## config.mk

```make
export PLATFORM = sky130hd
export DESIGN_NAME = multicycle_controller
export DESIGN_NICKNAME = d
export VERILOG_FILES = /design/src/rtl/riscv_pkg.sv /design/src/rtl/opcode_class_decode.sv /design/src/rtl/multicycle_controller.sv
export SDC_FILE = /design/constraint.sdc
export NUM_CORES = 1
export LEC_CHECK = 0
export ABC_CLOCK_PERIOD_IN_PS = 4000
export CORE_MARGIN = 3
export CORE_UTILIZATION = 44
export DETAILED_ROUTE_END_ITERATION = 12
export PLACE_DENSITY = 0.95
export SETUP_SLACK_MARGIN = 0.4
export SLEW_MARGIN = 20
export SYNTH_ARGS = -nofsm -noshare
export SYNTH_HDL_FRONTEND = slang
export SYNTH_SLANG_ARGS = --single-unit
```

## constraint.sdc

```tcl
create_clock -name clk -period 4 [get_ports clk]
set_input_delay 0.4 -clock clk [delete_from_list [all_inputs] [get_ports clk]]
set_output_delay 0.4 -clock clk [all_outputs]
set_load 0.02 [all_outputs]
```

## src/rtl/riscv_pkg.sv

```systemverilog
// Shared RV32I control definitions: opcodes, instruction classes and
// the encodings used by the multi-cycle controller's datapath selects.
package riscv_pkg;

  localparam logic [6:0] OP_R      = 7'b0110011;
  localparam logic [6:0] OP_I      = 7'b0010011;
  localparam logic [6:0] OP_LOAD   = 7'b0000011;
  localparam logic [6:0] OP_STORE  = 7'b0100011;
  localparam logic [6:0] OP_BRANCH = 7'b1100011;
  localparam logic [6:0] OP_JAL    = 7'b1101111;

  // Bit positions in the one-hot instruction class vector.
  localparam int unsigned CLS_R      = 0;
  localparam int unsigned CLS_I      = 1;
  localparam int unsigned CLS_LOAD   = 2;
  localparam int unsigned CLS_STORE  = 3;
  localparam int unsigned CLS_BRANCH = 4;
  localparam int unsigned CLS_JAL    = 5;
  localparam int unsigned NUM_CLS    = 6;

  typedef enum logic [2:0] {
    S_IDLE   = 3'd0,
    S_FETCH  = 3'd1,
    S_DECODE = 3'd2,
    S_EXEC   = 3'd3,
    S_MEM    = 3'd4,
    S_WB     = 3'd5,
    S_TRAP   = 3'd6
  } state_e;

  typedef enum logic [1:0] {
    PC_PLUS4  = 2'b00,
    PC_BRANCH = 2'b01
  } pc_sel_e;

  typedef enum logic [1:0] {
    WB_ALU  = 2'b00,
    WB_LOAD = 2'b01,
    WB_PC4  = 2'b10
  } wb_sel_e;

  typedef enum logic [1:0] {
    ALU_ADD   = 2'b00,
    ALU_SUB   = 2'b01,
    ALU_FUNCT = 2'b10
  } alu_op_e;

endpackage

```

## src/rtl/opcode_class_decode.sv

```systemverilog
// Combinational opcode classifier: 7-bit opcode to one-hot instruction
// class plus an illegal bit for anything outside the supported subset.
module opcode_class_decode
  import riscv_pkg::*;
(
  input  logic [6:0]         opcode_i,
  output logic [NUM_CLS-1:0] class_o,
  output logic               illegal_o
);

  // Map each supported opcode to its class bit; everything else is illegal.
  always_comb begin
    class_o   = '0;
    illegal_o = 1'b0;
    case (opcode_i)
      OP_R:      class_o[CLS_R]      = 1'b1;
      OP_I:      class_o[CLS_I]      = 1'b1;
      OP_LOAD:   class_o[CLS_LOAD]   = 1'b1;
      OP_STORE:  class_o[CLS_STORE]  = 1'b1;
      OP_BRANCH: class_o[CLS_BRANCH] = 1'b1;
      OP_JAL:    class_o[CLS_JAL]    = 1'b1;
      default:   illegal_o           = 1'b1;
    endcase
  end

endmodule

```

## src/rtl/multicycle_controller.sv

```systemverilog
// Multi-cycle RV32I control FSM: owns the instruction register and
// sequences fetch, decode, execute, memory and write-back.
// Optional performance counters are enabled with `define PERF_CNT_EN.
module multicycle_controller
  import riscv_pkg::*;
#(
  parameter int ADDR_WIDTH = 32
) (
  input  logic                  clk,
  input  logic                  reset,
  output logic                  imem_req,
  input  logic                  imem_ready,
  input  logic [ADDR_WIDTH-1:0] imem_rdata,
  output logic                  dmem_req,
  output logic                  dmem_we,
  input  logic                  dmem_ready,
  input  logic                  branch_taken,
  output logic [ADDR_WIDTH-1:0] ir,
  output logic                  pc_we,
  output logic [1:0]            pc_sel,
  output logic                  alu_src,
  output logic [1:0]            alu_op,
  output logic                  reg_we,
  output logic [1:0]            wb_sel,
  output logic                  illegal,
  output logic [2:0]            state
`ifdef PERF_CNT_EN
  ,
  output logic [31:0]           cycle_cnt,
  output logic [31:0]           instret_cnt
`endif
);

  localparam logic [ADDR_WIDTH-1:0] IR_NOP = ADDR_WIDTH'(32'h0000_0013);

  state_e                  state_q, state_d;
  logic [ADDR_WIDTH-1:0]   ir_q, ir_d;
  logic [NUM_CLS-1:0]      cls;
  logic                    op_illegal;

  opcode_class_decode u_decode (
    .opcode_i  (ir_q[6:0]),
    .class_o   (cls),
    .illegal_o (op_illegal)
  );

  // State and instruction register; reset aborts any pending request.
  always_ff @(posedge clk or posedge reset) begin
    if (reset) begin
      state_q <= S_IDLE;
      ir_q    <= IR_NOP;
    end else begin
      state_q <= state_d;
      ir_q    <= ir_d;
    end
  end

  // Next-state and datapath controls, all derived from state and IR.
  always_comb begin
    state_d  = state_q;
    ir_d     = ir_q;
    imem_req = 1'b0;
    dmem_req = 1'b0;
    dmem_we  = 1'b0;
    pc_we    = 1'b0;
    pc_sel   = PC_PLUS4;
    alu_src  = 1'b0;
    alu_op   = ALU_ADD;
    reg_we   = 1'b0;
    wb_sel   = WB_ALU;
    case (state_q)
      S_IDLE: state_d = S_FETCH;
      S_FETCH: begin
        imem_req = 1'b1;
        if (imem_ready) begin
          ir_d    = imem_rdata;
          state_d = S_DECODE;
        end
      end
      S_DECODE: state_d = op_illegal ? S_TRAP : S_EXEC;
      S_EXEC: begin
        if (cls[CLS_R]) begin
          alu_op  = ALU_FUNCT;
          state_d = S_WB;
        end else if (cls[CLS_I]) begin
          alu_src = 1'b1;
          alu_op  = ALU_FUNCT;
          state_d = S_WB;
        end else if (cls[CLS_LOAD] || cls[CLS_STORE]) begin
          alu_src = 1'b1;
          state_d = S_MEM;
        end else if (cls[CLS_BRANCH]) begin
          alu_op  = ALU_SUB;
          pc_we   = 1'b1;
          pc_sel  = branch_taken ? PC_BRANCH : PC_PLUS4;
          state_d = S_FETCH;
        end else if (cls[CLS_JAL]) begin
          state_d = S_WB;
        end else begin
          state_d = S_TRAP;
        end
      end
      S_MEM: begin
        dmem_req = 1'b1;
        dmem_we  = cls[CLS_STORE];
        if (dmem_ready) begin
          if (cls[CLS_STORE]) begin
            pc_we   = 1'b1;
            state_d = S_FETCH;
          end else begin
            state_d = S_WB;
          end
        end
      end
      S_WB: begin
        reg_we  = 1'b1;
        pc_we   = 1'b1;
        state_d = S_FETCH;
        if (cls[CLS_JAL]) begin
          wb_sel = WB_PC4;
          pc_sel = PC_BRANCH;
        end else if (cls[CLS_LOAD]) begin
          wb_sel = WB_LOAD;
        end
      end
      S_TRAP: state_d = S_TRAP;
      default: state_d = S_IDLE;
    endcase
  end

  // TRAP is only left through reset, so the state itself is the sticky flag.
  assign illegal = (state_q == S_TRAP);
  assign ir      = ir_q;
  assign state   = state_q;

`ifdef PERF_CNT_EN
  logic [31:0] cycle_cnt_q, instret_cnt_q;

  // Active-cycle and retired-instruction counters; both wrap naturally.
  always_ff @(posedge clk or posedge reset) begin
    if (reset) begin
      cycle_cnt_q   <= '0;
      instret_cnt_q <= '0;
    end else begin
      if (state_q != S_IDLE && state_q != S_TRAP) cycle_cnt_q <= cycle_cnt_q + 32'd1;
      if (pc_we) instret_cnt_q <= instret_cnt_q + 32'd1;
    end
  end

  assign cycle_cnt   = cycle_cnt_q;
  assign instret_cnt = instret_cnt_q;
`endif

endmodule

```

==> impl_results.rst <==
.. list-table::
   :header-rows: 1

   * - Metric
     - Value
   * - Outcome
     - finished, final reports clean
   * - Power per Cell Area
     - 789 mW/mm^2
   * - Resize count post-CTS
     - 0
   * - Initial core utilization
     - 47.9%
   * - Post-detailed-routing wire length
     - 4250 um
   * - Post-route clock period utilization
     - 70.0%
   * - Crit path kind
     - register to output pin
   * - Quantity of hold-fixing buffers added after cts
     - 0
   * - Relative max-transition margin
     - 59.8%
   * - Main combinational cell family by area after synthesis
     - multiplexers
   * - Number of routed nets with antenna violations
     - 0
   * - Data arrival, critical path
     - 2.40 ns
   * - Number of design-rule violations left by the first detailed-router iteration
     - 66
   * - Clock insertion delay at the later pin of the skew report
     - 0.27 ns
   * - Proportion of synthesized area in mux cells
     - 25.8%
   * - Synth Area in Adders
     - 0%
   * - Count of clock tree sinks
     - 35
   * - Number of global-route vias before repair
     - 1436
   * - Global-route wire length before repair
     - 7120 um
   * - Critical Path Max Stage Delay
     - 0.65 ns
   * - Count of yosys warnings during synthesis
     - 0
   * - Average detailed-routed wire length per instance
     - 16.5 um
   * - Vias per Instance
     - 5.09
   * - TritonCTS clock tree
     - yes
   * - Setup repair after global routing missed its margin
     - no
   * - Clk pin slew, worst setup/hold paths
     - 0.06 ns
   * - Sum of negative setup slack
     - 0 ns
   * - Worst slew pin tran
     - 0.604 ns
   * - Class of the tightest hold or removal check
     - primary input to asynchronous set/reset pin
   * - Worst path buffer plus inverter count
     - 1
   * - Diodes inserted
     - 0
   * - Fraction of the core area covered by cells at the end of the flow
     - 70.4%
   * - Timing-limited maximum frequency
     - 357 MHz
   * - Area of the mapped netlist
     - 0.00183 sq mm
   * - Simple-gate area share of the yosys netlist
     - 12.2%
   * - Cell family contributing the most delay on the critical path
     - simple AND/OR/NAND/NOR gates
   * - Grt total ovfl
     - 0
   * - Total count of max-transition violations in the final report
     - 0
   * - Critical Path Source
     - ir[0]
   * - Share of final-layout standard cells stronger than drive strength 1
     - 24.3%
   * - Detailed Place HPWL
     - 3280 um
   * - Number of CTS-inserted buffers
     - 5
   * - Hold Violations, Final
     - 0
   * - CP cell instances
     - nand2_1, or3_4, nor4_2, clkdlybuf4s50_1
   * - Number of placement rows
     - 22
   * - Buffers added on ports
     - 83
   * - H-tree levels
     - 2
   * - Complex-gate fraction of the synthesized area
     - 6.63%
   * - Final-stage net count
     - 246
   * - Slowest cell on the critical path
     - sky130_fd_sc_hd__clkdlybuf4s50_1
   * - Synthesis-to-layout area growth
     - 47.1%
   * - Post-CTS setup repair buffer count
     - 0
   * - Horizontal die dimension
     - 70.5 um
   * - Critical path data required time
     - 3.60 ns
   * - Part of the Yosys area used for sequential elements
     - 48.0%
   * - Post-Synthesis Mean Instance Area
     - 14.4 sq um
   * - Top flip-flop cell by instance count after synthesis
     - sky130_fd_sc_hd__dfrtp_1
   * - Number of synthesized flops with an enable pin
     - 0
   * - Setup crit start kind
     - register
   * - Critical R2R Launch
     - state[0]
   * - Area share of xor/xnor cells in the synthesized design
     - 0%
   * - Cell accounting for the most synthesized area
     - sky130_fd_sc_hd__dfrtp_1
   * - Static Leak
     - 1.11 nW
   * - Final critical path time including I/O delays and setup
     - 2.80 ns
   * - Gate count of the mapped netlist
     - 127
   * - Final estimated routing congestion in global placement
     - 0.953
   * - # setup viols final
     - 0
   * - CTS root buffer
     - sky130_fd_sc_hd__clkbuf_8
   * - Number of synthesized register bits
     - 35
   * - Post-synth cell types
     - 39
   * - Initial antenna violation count
     - 0
   * - Pin count of the biggest net entering global routing
     - 36
   * - Number of max-capacitance violations reported
     - 0
   * - Top-area cell type share of the netlist area
     - 43.7%
   * - Maximum buffer depth of the clock tree
     - 2
   * - Maximum net fanout on the critical path
     - 9
   * - Count of pins on the block boundary
     - 85
   * - Area of the core
     - 0.00383 sq mm
   * - Die Height
     - 70.5 um
   * - Total track usage
     - 18.3%
   * - Residual DRC
     - 0
   * - Synth area leaders
     - sky130_fd_sc_hd__dfrtp_1 44%, sky130_fd_sc_hd__mux2_4 25%, sky130_fd_sc_hd__buf_12 4.4%
   * - Count of vias placed by the detailed router
     - 1314
   * - Final clock skew
     - 0.00531 ns
   * - Die area
     - 0.00497 sq mm
   * - Synth Net Count
     - 164
   * - Number of iterations in the first detailed-routing pass
     - 4
   * - Worst ir drop on vdd
     - 0.000418 V
   * - Async set-or-reset flop fraction in the synthesized netlist
     - 100%
   * - Kind of end point of the critical path
     - output pin
[power by group]
part	total [W]	switching, W	internal (W)	leakage (nW)
combinational	0.00118	0.000523	0.000657	0.652
clock	0.000229	0.000105	0.000123	0.0395
sequential	0.000717	0.000175	0.000542	0.420
total	0.00213	0.000803	0.00132	1.11
[stage by stage]
stage | cells | total power, W | setup slack (ns) | hold WS (ns) | area [sq um]
6_report | 258 | 0.00213 | 1.20 | 0.509 | 2690
5_1_grt | 258 | 0.00225 | 1.06 | 0.525 | 2690
4_1_cts | 258 | 0.00215 | 1.18 | 0.511 | 2690
3_5_place_dp | 250 | 0.00191 | 1.47 | 0.492 | 2610
3_3_place_gp | 250 | 0.00188 | 1.56 | 0.491 | 2610
2_1_floorplan | 127 | 0.00142 | 1.80 | 0.545 | 1830
[path summary, 6_finish.rpt]
path                                   to  slack (ns)  cells past startpoint
worst max-delay path            wb_sel[0]        1.20                      4
worst min-delay path               ir[13]        0.51                      3
worst max register to register      ir[2]        2.09                      4
worst min register to register     ir[17]        0.51                      1
max in group asynchronous           ir[0]        3.15                      3
min in group clk                   ir[17]        0.51                      1
[worst reg2reg max path, delay by kind of cell (launching register included)]
family / cells / cell delay (ns)
simple gates: 2 / 0.77
flops: 1 / 0.54
mux: 1 / 0.41
buf+inv: 1 / 0.09
[synthesized netlist by cell type, types with 3 or more instances]
cell,n
sky130_fd_sc_hd__o21ai_0,3
sky130_fd_sc_hd__nand2b_1,4
sky130_fd_sc_hd__buf_12,4
sky130_fd_sc_hd__dfrtp_1,32
sky130_fd_sc_hd__nor2_1,4
sky130_fd_sc_hd__dfstp_2,3
sky130_fd_sc_hd__nand2_1,5
sky130_fd_sc_hd__a21oi_1,3
sky130_fd_sc_hd__mux2_4,30
sky130_fd_sc_hd__nor4_2,3
[final cells by class]
class / instances / area, sq um
Multi-Input combinational cell: 80 / 822
Sequential cell: 35 / 880
Fill cell: 267 / 1130
Timing Repair Buffer: 84 / 838
Tap cell: 48 / 60.1
Inverter: 3 / 13.8
Clock buffer: 8 / 80.1
[cell families after synthesis]
group	Yosys count
flops	35
buf+inv	12
mux	32
compound gates	17
simple gates	30
other cells	1
[cells in the final DEF, fill, tap and decap left out, drive strengths merged]
| cell | synthesis | final |
|---|---|---|
| a21oi | 3 | 3 |
| nand4b | 1 | 1 |
| nand2 | 5 | 5 |
| dfrtp | 32 | 32 |
| nand3 | 1 | 1 |
| o31a | 1 | 1 |
| nand2b | 4 | 4 |
| and2 | 1 | 1 |
| inv | 3 | 3 |
| nand3b | 2 | 2 |
| o21ba | 1 | 1 |
| conb | 1 | 1 |
| nand4bb | 1 | 1 |
| or3 | 1 | 1 |
| o21bai | 2 | 2 |
| o2111ai | 1 | 1 |
| mux2 | 32 | 32 |
| clkbuf | 0 | 8 |
| nor2 | 4 | 4 |
| nor4 | 5 | 5 |
| a21boi | 1 | 1 |
| or2 | 2 | 2 |
| dfstp | 3 | 3 |
| buf | 9 | 1 |
| o22a | 1 | 1 |
| and3 | 1 | 1 |
| a31o | 1 | 1 |
| o21ai | 3 | 3 |
| nor3 | 2 | 2 |
| a211oi | 2 | 2 |
| a211o | 1 | 1 |
| clkdlybuf4s50 | 0 | 83 |
[state kept, by name, indices dropped and copies added, names as in the netlist]
name / flops
ir: 32
state: 3
[layer usage]
metal  track usage, %  share of wire (%)
met5                0                  0
met4             7.45                3.1
met3             4.46                5.3
met2             31.5                 52
met1             21.8                 39
No activity file was read; power rests on OpenSTA's default activity.
